$ cat config.mk
export PLATFORM = sky130hd
export DESIGN_NAME = dcache_refill
export DESIGN_NICKNAME = d
export VERILOG_FILES = /design/src/rtl/xsoc_mem_pkg.sv /design/src/rtl/refill_watchdog.sv /design/src/rtl/dcache_refill.sv
export SDC_FILE = /design/constraint.sdc
export NUM_CORES = 1
export LEC_CHECK = 0
export ABC_AREA = 1
export CAP_MARGIN = 25
export CORE_MARGIN = 10
export CORE_UTILIZATION = 35
export CTS_CLUSTER_DIAMETER = 30
export DETAILED_ROUTE_END_ITERATION = 8
export DONT_BUFFER_PORTS = 1
export PLACE_DENSITY = 0.57
export SLEW_MARGIN = 25
export SYNTH_ARGS = -nofsm -noshare
export SYNTH_HDL_FRONTEND = slang
export SYNTH_SLANG_ARGS = --single-unit
$ cat constraint.sdc
create_clock -name clk -period 2.2 [get_ports clk]
set_clock_uncertainty 0.05 [all_clocks]
set_input_delay 0.33 -clock clk [delete_from_list [all_inputs] [get_ports clk]]
set_output_delay 0.33 -clock clk [all_outputs]
set_load 0.005 [all_outputs]
$ cat src/rtl/xsoc_mem_pkg.sv
// Shared memory-side definitions for the data cache refill path.
// Holds the refill FSM state encoding, access size codes and the alignment mask.
package xsoc_mem_pkg;

  localparam int unsigned DWORD_W = 64;

  localparam logic [2:0] SZ_B = 3'd0;
  localparam logic [2:0] SZ_H = 3'd1;
  localparam logic [2:0] SZ_W = 3'd2;
  localparam logic [2:0] SZ_D = 3'd3;

  localparam logic [63:0] DWORD_ALIGN_MASK = ~64'h7;

  typedef enum logic [2:0] {
    ST_IDLE    = 3'd0,
    ST_RD_REQ  = 3'd1,
    ST_RD_WAIT = 3'd2,
    ST_WR_REQ  = 3'd3,
    ST_WR_WAIT = 3'd4,
    ST_FILL    = 3'd5
  } refill_state_e;

endpackage

$ cat src/rtl/refill_watchdog.sv
// Bus response watchdog: counts wait cycles and raises a sticky error when
// TIMEOUT cycles pass without a response.
module refill_watchdog #(
  parameter int unsigned TIMEOUT = 256
) (
  input  logic clk,
  input  logic rst,
  input  logic clear,
  input  logic enable,
  input  logic rsp_valid,
  output logic expired_c,
  output logic bus_err
);

  localparam int unsigned CNT_W = $clog2(TIMEOUT + 1);

  logic [CNT_W-1:0] cnt;

  // A response on the final wait cycle wins over the timeout.
  assign expired_c = enable & ~rsp_valid & (cnt == CNT_W'(TIMEOUT - 1));

  always_ff @(posedge clk) begin
    if (rst) begin
      cnt     <= '0;
      bus_err <= 1'b0;
    end else begin
      if (clear) begin
        cnt <= '0;
      end else if (enable) begin
        cnt <= cnt + CNT_W'(1);
      end
      if (expired_c) begin
        bus_err <= 1'b1;
      end
    end
  end

endmodule

$ cat src/rtl/dcache_refill.sv
// Data cache miss/store handler: fetches a doubleword on load miss, writes
// through on store, then pulses a one-cycle cache update.
module dcache_refill
  import xsoc_mem_pkg::*;
#(
  parameter int unsigned TIMEOUT = 256,
  parameter int unsigned ADDR_W  = 64
) (
  input  logic              clk,
  input  logic              rst,
  input  logic              load_op,
  input  logic              store_op,
  input  logic              hit,
  input  logic [ADDR_W-1:0] addr,
  input  logic [2:0]        size,
  input  logic [63:0]       wdata,
  output logic              stall,
  output logic              bus_req_valid,
  input  logic              bus_req_ready,
  output logic              bus_req_write,
  output logic [ADDR_W-1:0] bus_req_addr,
  output logic [2:0]        bus_req_size,
  output logic [63:0]       bus_req_wdata,
  input  logic              bus_rsp_valid,
  input  logic [63:0]       bus_rsp_data,
  output logic              update,
  output logic [63:0]       update_data,
  output logic              bus_err
);

  refill_state_e     state_q, state_d;
  logic [ADDR_W-1:0] req_addr;
  logic [2:0]        req_size;
  logic [63:0]       req_wdata;
  logic              wd_clear;
  logic              wd_enable;
  logic              wd_expired_c;
  logic              miss_or_store;

  assign miss_or_store = (load_op & ~hit) | store_op;
  assign wd_enable     = (state_q == ST_RD_WAIT) | (state_q == ST_WR_WAIT);

  refill_watchdog #(
    .TIMEOUT (TIMEOUT)
  ) u_watchdog (
    .clk       (clk),
    .rst       (rst),
    .clear     (wd_clear),
    .enable    (wd_enable),
    .rsp_valid (bus_rsp_valid),
    .expired_c (wd_expired_c),
    .bus_err   (bus_err)
  );

  always_ff @(posedge clk) begin
    if (rst) begin
      state_q <= ST_IDLE;
    end else begin
      state_q <= state_d;
    end
  end

  always_comb begin
    state_d  = state_q;
    wd_clear = 1'b0;
    case (state_q)
      ST_IDLE: begin
        if (load_op & ~hit) begin
          state_d = ST_RD_REQ;
        end else if (store_op) begin
          state_d = ST_WR_REQ;
        end
      end
      ST_RD_REQ: begin
        if (bus_req_ready) begin
          state_d  = ST_RD_WAIT;
          wd_clear = 1'b1;
        end
      end
      ST_WR_REQ: begin
        if (bus_req_ready) begin
          state_d  = ST_WR_WAIT;
          wd_clear = 1'b1;
        end
      end
      ST_RD_WAIT, ST_WR_WAIT: begin
        if (bus_rsp_valid | wd_expired_c) begin
          state_d = ST_FILL;
        end
      end
      ST_FILL: state_d = ST_IDLE;
      default: state_d = ST_IDLE;
    endcase
  end

  // Bus request fields are driven only while a request is pending.
  always_comb begin
    stall         = 1'b0;
    bus_req_valid = 1'b0;
    bus_req_write = 1'b0;
    bus_req_addr  = '0;
    bus_req_size  = 3'd0;
    bus_req_wdata = 64'd0;
    update        = 1'b0;
    case (state_q)
      ST_IDLE: stall = miss_or_store;
      ST_RD_REQ: begin
        stall         = 1'b1;
        bus_req_valid = 1'b1;
        bus_req_addr  = req_addr & ADDR_W'(DWORD_ALIGN_MASK);
        bus_req_size  = SZ_D;
      end
      ST_WR_REQ: begin
        stall         = 1'b1;
        bus_req_valid = 1'b1;
        bus_req_write = 1'b1;
        bus_req_addr  = req_addr;
        bus_req_size  = req_size;
        bus_req_wdata = req_wdata;
      end
      ST_RD_WAIT, ST_WR_WAIT: stall = 1'b1;
      ST_FILL: update = 1'b1;
      default: stall = 1'b0;
    endcase
  end

  // Request capture on leaving IDLE; fill data from response or zero on timeout.
  always_ff @(posedge clk) begin
    if (rst) begin
      req_addr    <= '0;
      req_size    <= 3'd0;
      req_wdata   <= 64'd0;
      update_data <= 64'd0;
    end else begin
      if ((state_q == ST_IDLE) && (state_d != ST_IDLE)) begin
        req_addr  <= addr;
        req_size  <= size;
        req_wdata <= wdata;
      end
      if ((state_q == ST_RD_WAIT) && bus_rsp_valid) begin
        update_data <= bus_rsp_data;
      end else if (wd_expired_c) begin
        update_data <= 64'd0;
      end
    end
  end

endmodule

### After elaboration in Yosys (flattened, before gate mapping)

Cells that the tools add are included.

| cells by class | value |
|---|---|
| add/sub/neg operators | 1 |
| eq/ne operators | 6 |
| mux-type cells | 17 |
| bitwise logic cells | 8 |
| reduce and logical (&&, ||, !) cells | 9 |

Operator list:

| kind | count |
|---|---|
| $mux 64 | 3 |
| $pmux 64 s2 | 1 |
| $mux 3 | 5 |
| $pmux 3 s4 | 1 |
| $add 9x1->9 const B | 1 |
| $eq 9x8->1 const B | 1 |
| $eq 3x2->1 const B | 2 |
| $eq 3x3->1 const B | 2 |
| $pmux 3 s2 | 1 |
| $reduce_or 2->1 | 3 |
| $mux 1 | 5 |
| $reduce_or 4->1 | 1 |
| $and 1x1->1 | 3 |
| $eq 3x1->1 const B | 1 |
| $logic_not 3->1 | 1 |
| $or 1x1->1 | 3 |
| $reduce_bool 3->1 | 1 |
| $logic_and 1x1->1 | 2 |
| $not 1->1 | 2 |
| $pmux 1 s2 | 1 |
| $reduce_bool 2->1 | 1 |

| storage, ports and cells | value |
|---|---|
| flip-flop bits (word level) | 208 |
| input port bits | 202 |
| output and inout port bits | 200 |
| logic and storage cells | 48 |

### Longest topological paths before layout

| depth | value |
|---|---|
| depth in word-level cells | 9 |
| depth in mapped cells | 10 |
| gate-level depth less buffers | 8 |

### Cells and area by module

A second synthesis with hierarchy kept.

| second synthesis, totals | value |
|---|---|
| cell total of the unflattened synthesis | 1249 |
| area total of the unflattened synthesis | 9066.2 um^2 |

Modules (own cells, without submodules):

| module | instances | cells an instance | area each (um^2) | sequential area each (um^2) |
|---|---|---|---|---|
| dcache_refill | 1 | 1187 | 8593.2 | 3963.8 |
| refill_watchdog | 1 | 62 | 473.0 | 200.2 |

### Worst setup path before layout

Ideal clock, no wire load.

| path | value |
|---|---|
| kind | register to register |
| from | register u_watchdog.cnt[0] |
| to | register update_data[0] |
| library setup time | 132 ps |
| arrival time | 1589 ps |
| data required time | 2018 ps |
| slack | 428 ps |
| stages on the path, launching flop included | 11 |
| buffers on the path | 2 |
| period minus slack after synthesis | 1772 ps |
| cell sequence | dfxtp_1 ha_1 nand3_1 nor3_1 ha_1 nand2_1 nand3b_1 buf_4 buf_6 nand3_1 a21oi_1 |

| between the ends | value |
|---|---|
| longest elaborated chain between the ends | 3 |

RTL lines:

| what | RTL line | text |
|---|---|---|
| start, declared | refill_watchdog.sv:17 | `logic [CNT_W-1:0] cnt;` |
| start signal, assigned | refill_watchdog.sv:30 | `cnt <= cnt + CNT_W'(1);` |
| $eq 9x8->1 | refill_watchdog.sv:20 | `assign expired_c = enable & ~rsp_valid & (cnt == CNT_W'(TIMEOUT - 1));` |
| $and 1x1->1 | refill_watchdog.sv:20 |  |
| $reduce_bool 2->1 (no line) | -- |  |
| end signal, assigned | dcache_refill.sv:141 | `update_data <= bus_rsp_data;` |
| end, declared | dcache_refill.sv:27 | `output logic [63:0] update_data,` |

Every way passes these cells.
A chain may end at the register's enable or synchronous reset.

### Worst setup path after layout

| path | value |
|---|---|
| from | register state_q[2] |
| to | output bus_req_wdata[55] |

| between the ends | value |
|---|---|
| longest elaborated chain between the ends | 2 |

RTL lines:

| what | RTL line | text |
|---|---|---|
| start, declared | dcache_refill.sv:31 | `refill_state_e state_q, state_d;` |
| start signal, assigned | dcache_refill.sv:59 | `state_q <= state_d;` |
| $eq 3x2->1 | dcache_refill.sv:105 | `case (state_q)` |
| $mux 64 | dcache_refill.sv:105 |  |
| end, declared | dcache_refill.sv:23 | `output logic [63:0] bus_req_wdata,` |

Every way passes these cells.

==> impl_metrics.yaml <==
global_routing:
  grt_pass1_wl_um: 46600
  grt_overflow: 0
  grt_max_degree: 70
  grt_pass1_vias: 8157
  antenna_found_initial: 1
  grt_use_total: 0.187
outcome:
  status: "finished, final reports clean"
cts:
  post_cts_buffers: 0
  tritoncts: "built"
  htreeDepth: 2
  clkTransAtPathRegs_ps: 40
  cts_buffer_depth: 3
  cts-root-buf: "clkbuf_16"
  cts.sinks: 208
  clock_latency_ps: 500
  numCtsBuffers: 44
logic_synthesis:
  ys_ff_latch: 208
  syn-num-nets: 1320
  synth_flop_cell: "dfxtp_1"
  synth.most_common_cell: "dfxtp_1"
  synthArstFlopShare: 0
  synth-edff-count: 0
  synth_area_um2: 8290
  synthTopCellsByCount: "208 x dfxtp_1, 205 x a21oi_1, 151 x nor2_1, 144 x inv_1, 98 x nand2_1"
  synth_cell_types: 24
  synthCells: 1116
  yosys.area.top_type: "dfxtp_1"
  synth_top_area_frac: 0.502
  synth_area_leaders: "dfxtp_1 50%, a21oi_1 12%, nor2_1 6.8%"
  ys_warn_count: 0
  ys_seq_area_frac: 0.502
  post_synth.cell_area_avg_um2: 7.43
floorplanning:
  dieArea_um2: 30200
  num_rows: 56
  die_w_um: 174
  start_util: 0.354
  die_h_um: 174
  num_io_pins: 402
  core-area_um2: 23400
drt:
  wl_um: 30200
  drc: 0
  vias: 8254
  wl_per_cell_um: 18.4
  drtAntennaViolNets: 0
  drtIter0Drc: 508
  vias_per_cell: 5.03
  dr.pass1.iters: 5
setup_path:
  cp_top_family: "buffers and inverters"
  cp_cell_sequence: "inv_2, nand2_2, nor2_4, inv_8, clkbuf_16, nor2_2"
  crit_path_end_kind: "output port"
  worst_path_max_delay_cell: "dfxtp_1"
  critPathBufInv: 3
  cpPeakStageDelay_ps: 350
  worstSetupPathType: "reg -> out"
  worstPathRequired_ps: 1820
  worstPathArrival_ps: 1730
  cp_max_fo: 27
  crit_path_start_kind: "register"
power_and_ir_drop:
  leakagePower_nw: 4.59
  ir_worst_vdd_mv: 0.737
  power_density_nw_per_um2: 1260
sta:
  period_needed_ps: 2110
  timing.final.crit_share: 0.960
  max_slew_margin: 0.551
  maxSlewViolCount: 0
  whs_ps: 21.7
  worstMarginPinSlew_ps: 674
  rsz0062_at_grt: "no"
  setup_violations: 0
  finalHoldViolCount: 0
  fmax_mhz: 473
job:
  cap_viol_max_count: 0
layout:
  fin_util: 0.514
  fillers: 2089
  drive_gt1_frac: 0.104
  final_nets: 1492
  area_growth_pct: 45.2
  stdcell_count: 1641
placed_design:
  port_buffers: 0
  gp_congestion: 0.809
  dp_cells: 1369
  place_hpwl_um: 19300
min_path:
  min_path_type: "in -> reg"
flip-flops by register name (all words and copies together), names as in the netlist:
signal and flops:
req_wdata 64, req_size 3, u_watchdog.cnt 9, u_watchdog.bus_err 1, update_data 64, state_q 3, req_addr 64
worst paths after layout:
check / start / end / slack (ps) / cells after the start
max reg2reg: u_watchdog.cnt[1] / update_data[20] / 210 / 9
min reg2reg: req_wdata[52] / req_wdata[52] / 400 / 2
max: state_q[2] / bus_req_wdata[55] / 90 / 6
min: wdata[1] / req_wdata[1] / 20 / 2
placed cells by master, fill, tap and decap left out, types with 2 or more instances in the layout:
master / count
dfxtp_1: 206
buf_4: 10
o21ai_1: 62
nand3_1: 71
nand2_1: 96
clkbuf_8: 10
clkinv_4: 3
inv_1: 143
ha_1: 2
buf_12: 6
clkinvlp_4: 3
o31ai_1: 2
bufinv_16: 5
dfxtp_2: 2
dlygate4sd3_1: 190
nor2_1: 122
nand2_2: 2
clkbuf_1: 5
buf_16: 2
a21oi_1: 205
clkbuf_16: 45
nor2_2: 29
o21ai_0: 73
clkinv_2: 9
nor3_1: 2
inv_2: 6
where the power goes:
part / internal (W) / switching (W)
Clock: 0.00453 / 0.00205
Combinational: 0.00115 / 0.00236
Sequential: 0.00474 / 0.000373
Total: 0.0104 / 0.00479
kinds of logic (layout without fill, tap and decap cells):
logic type / Yosys count / after routing / synth area share
AO/OA/AOI/OAI: 343 / 343 / 0.208
XOR/XNOR: 2 / 2 / 0.00211
adder cells (fa/ha/maj): 2 / 2 / 0.00302
buffers and inverters: 235 / 440 / 0.124
flip-flops: 208 / 208 / 0.502
other: 0 / 1 / 0
AND/OR/NAND/NOR: 326 / 326 / 0.160
worst register-to-register path, stage by stage (launching register included):
cell	delay, ps
dfxtp_1	350
ha_1	240
nand3_1	90
nor3_1	160
ha_1	220
nand2_1	60
nand3b_1	190
buf_12	220
nand3_1	200
a21oi_1	90
layout make-up:
cell class,count,area [um^2],share of cell area
Tap cell,319,399,0.0332
Clock buffer,58,1240,0.103
Clock inverter,21,264,0.0219
Antenna cell,1,2.50,0.000208
Sequential cell,208,4170,0.346
Timing Repair Buffer,210,2190,0.182
Multi-Input combinational cell,673,3190,0.265
Inverter,151,576,0.0478
per-layer routing:
layer / routed length, um / track usage
met1: 11400 / 0.206
met2: 14200 / 0.308
met3: 3600 / 0.0854
met4: 986 / 0.0748
met5: 0 / 0
repair_timing:
item | CTS | global route
hold buffers | 190 | 1
gates cloned | 0 | 1
setup endpoints to repair | 107 | 43
resized for setup | 10 | 28
endpoints found under the hold margin | 193 | 1
metrics by stage:
stage | setup slack [ps] | area, um^2 | setup TNS (ps) | power (W)
finish | 87.5 | 12000 | 0 | 0.0152
CTS | -6.14 | 11900 | -21.5 | 0.0152
floorplan | 428 | 8290 | 0 | 0.00756
detailed placement | 271 | 8470 | 0 | 0.00823
global route | 14.4 | 12000 | 0 | 0.0161
global placement | 327 | 8470 | 0 | 0.00814
No activity file was read; power rests on OpenSTA's default activity.
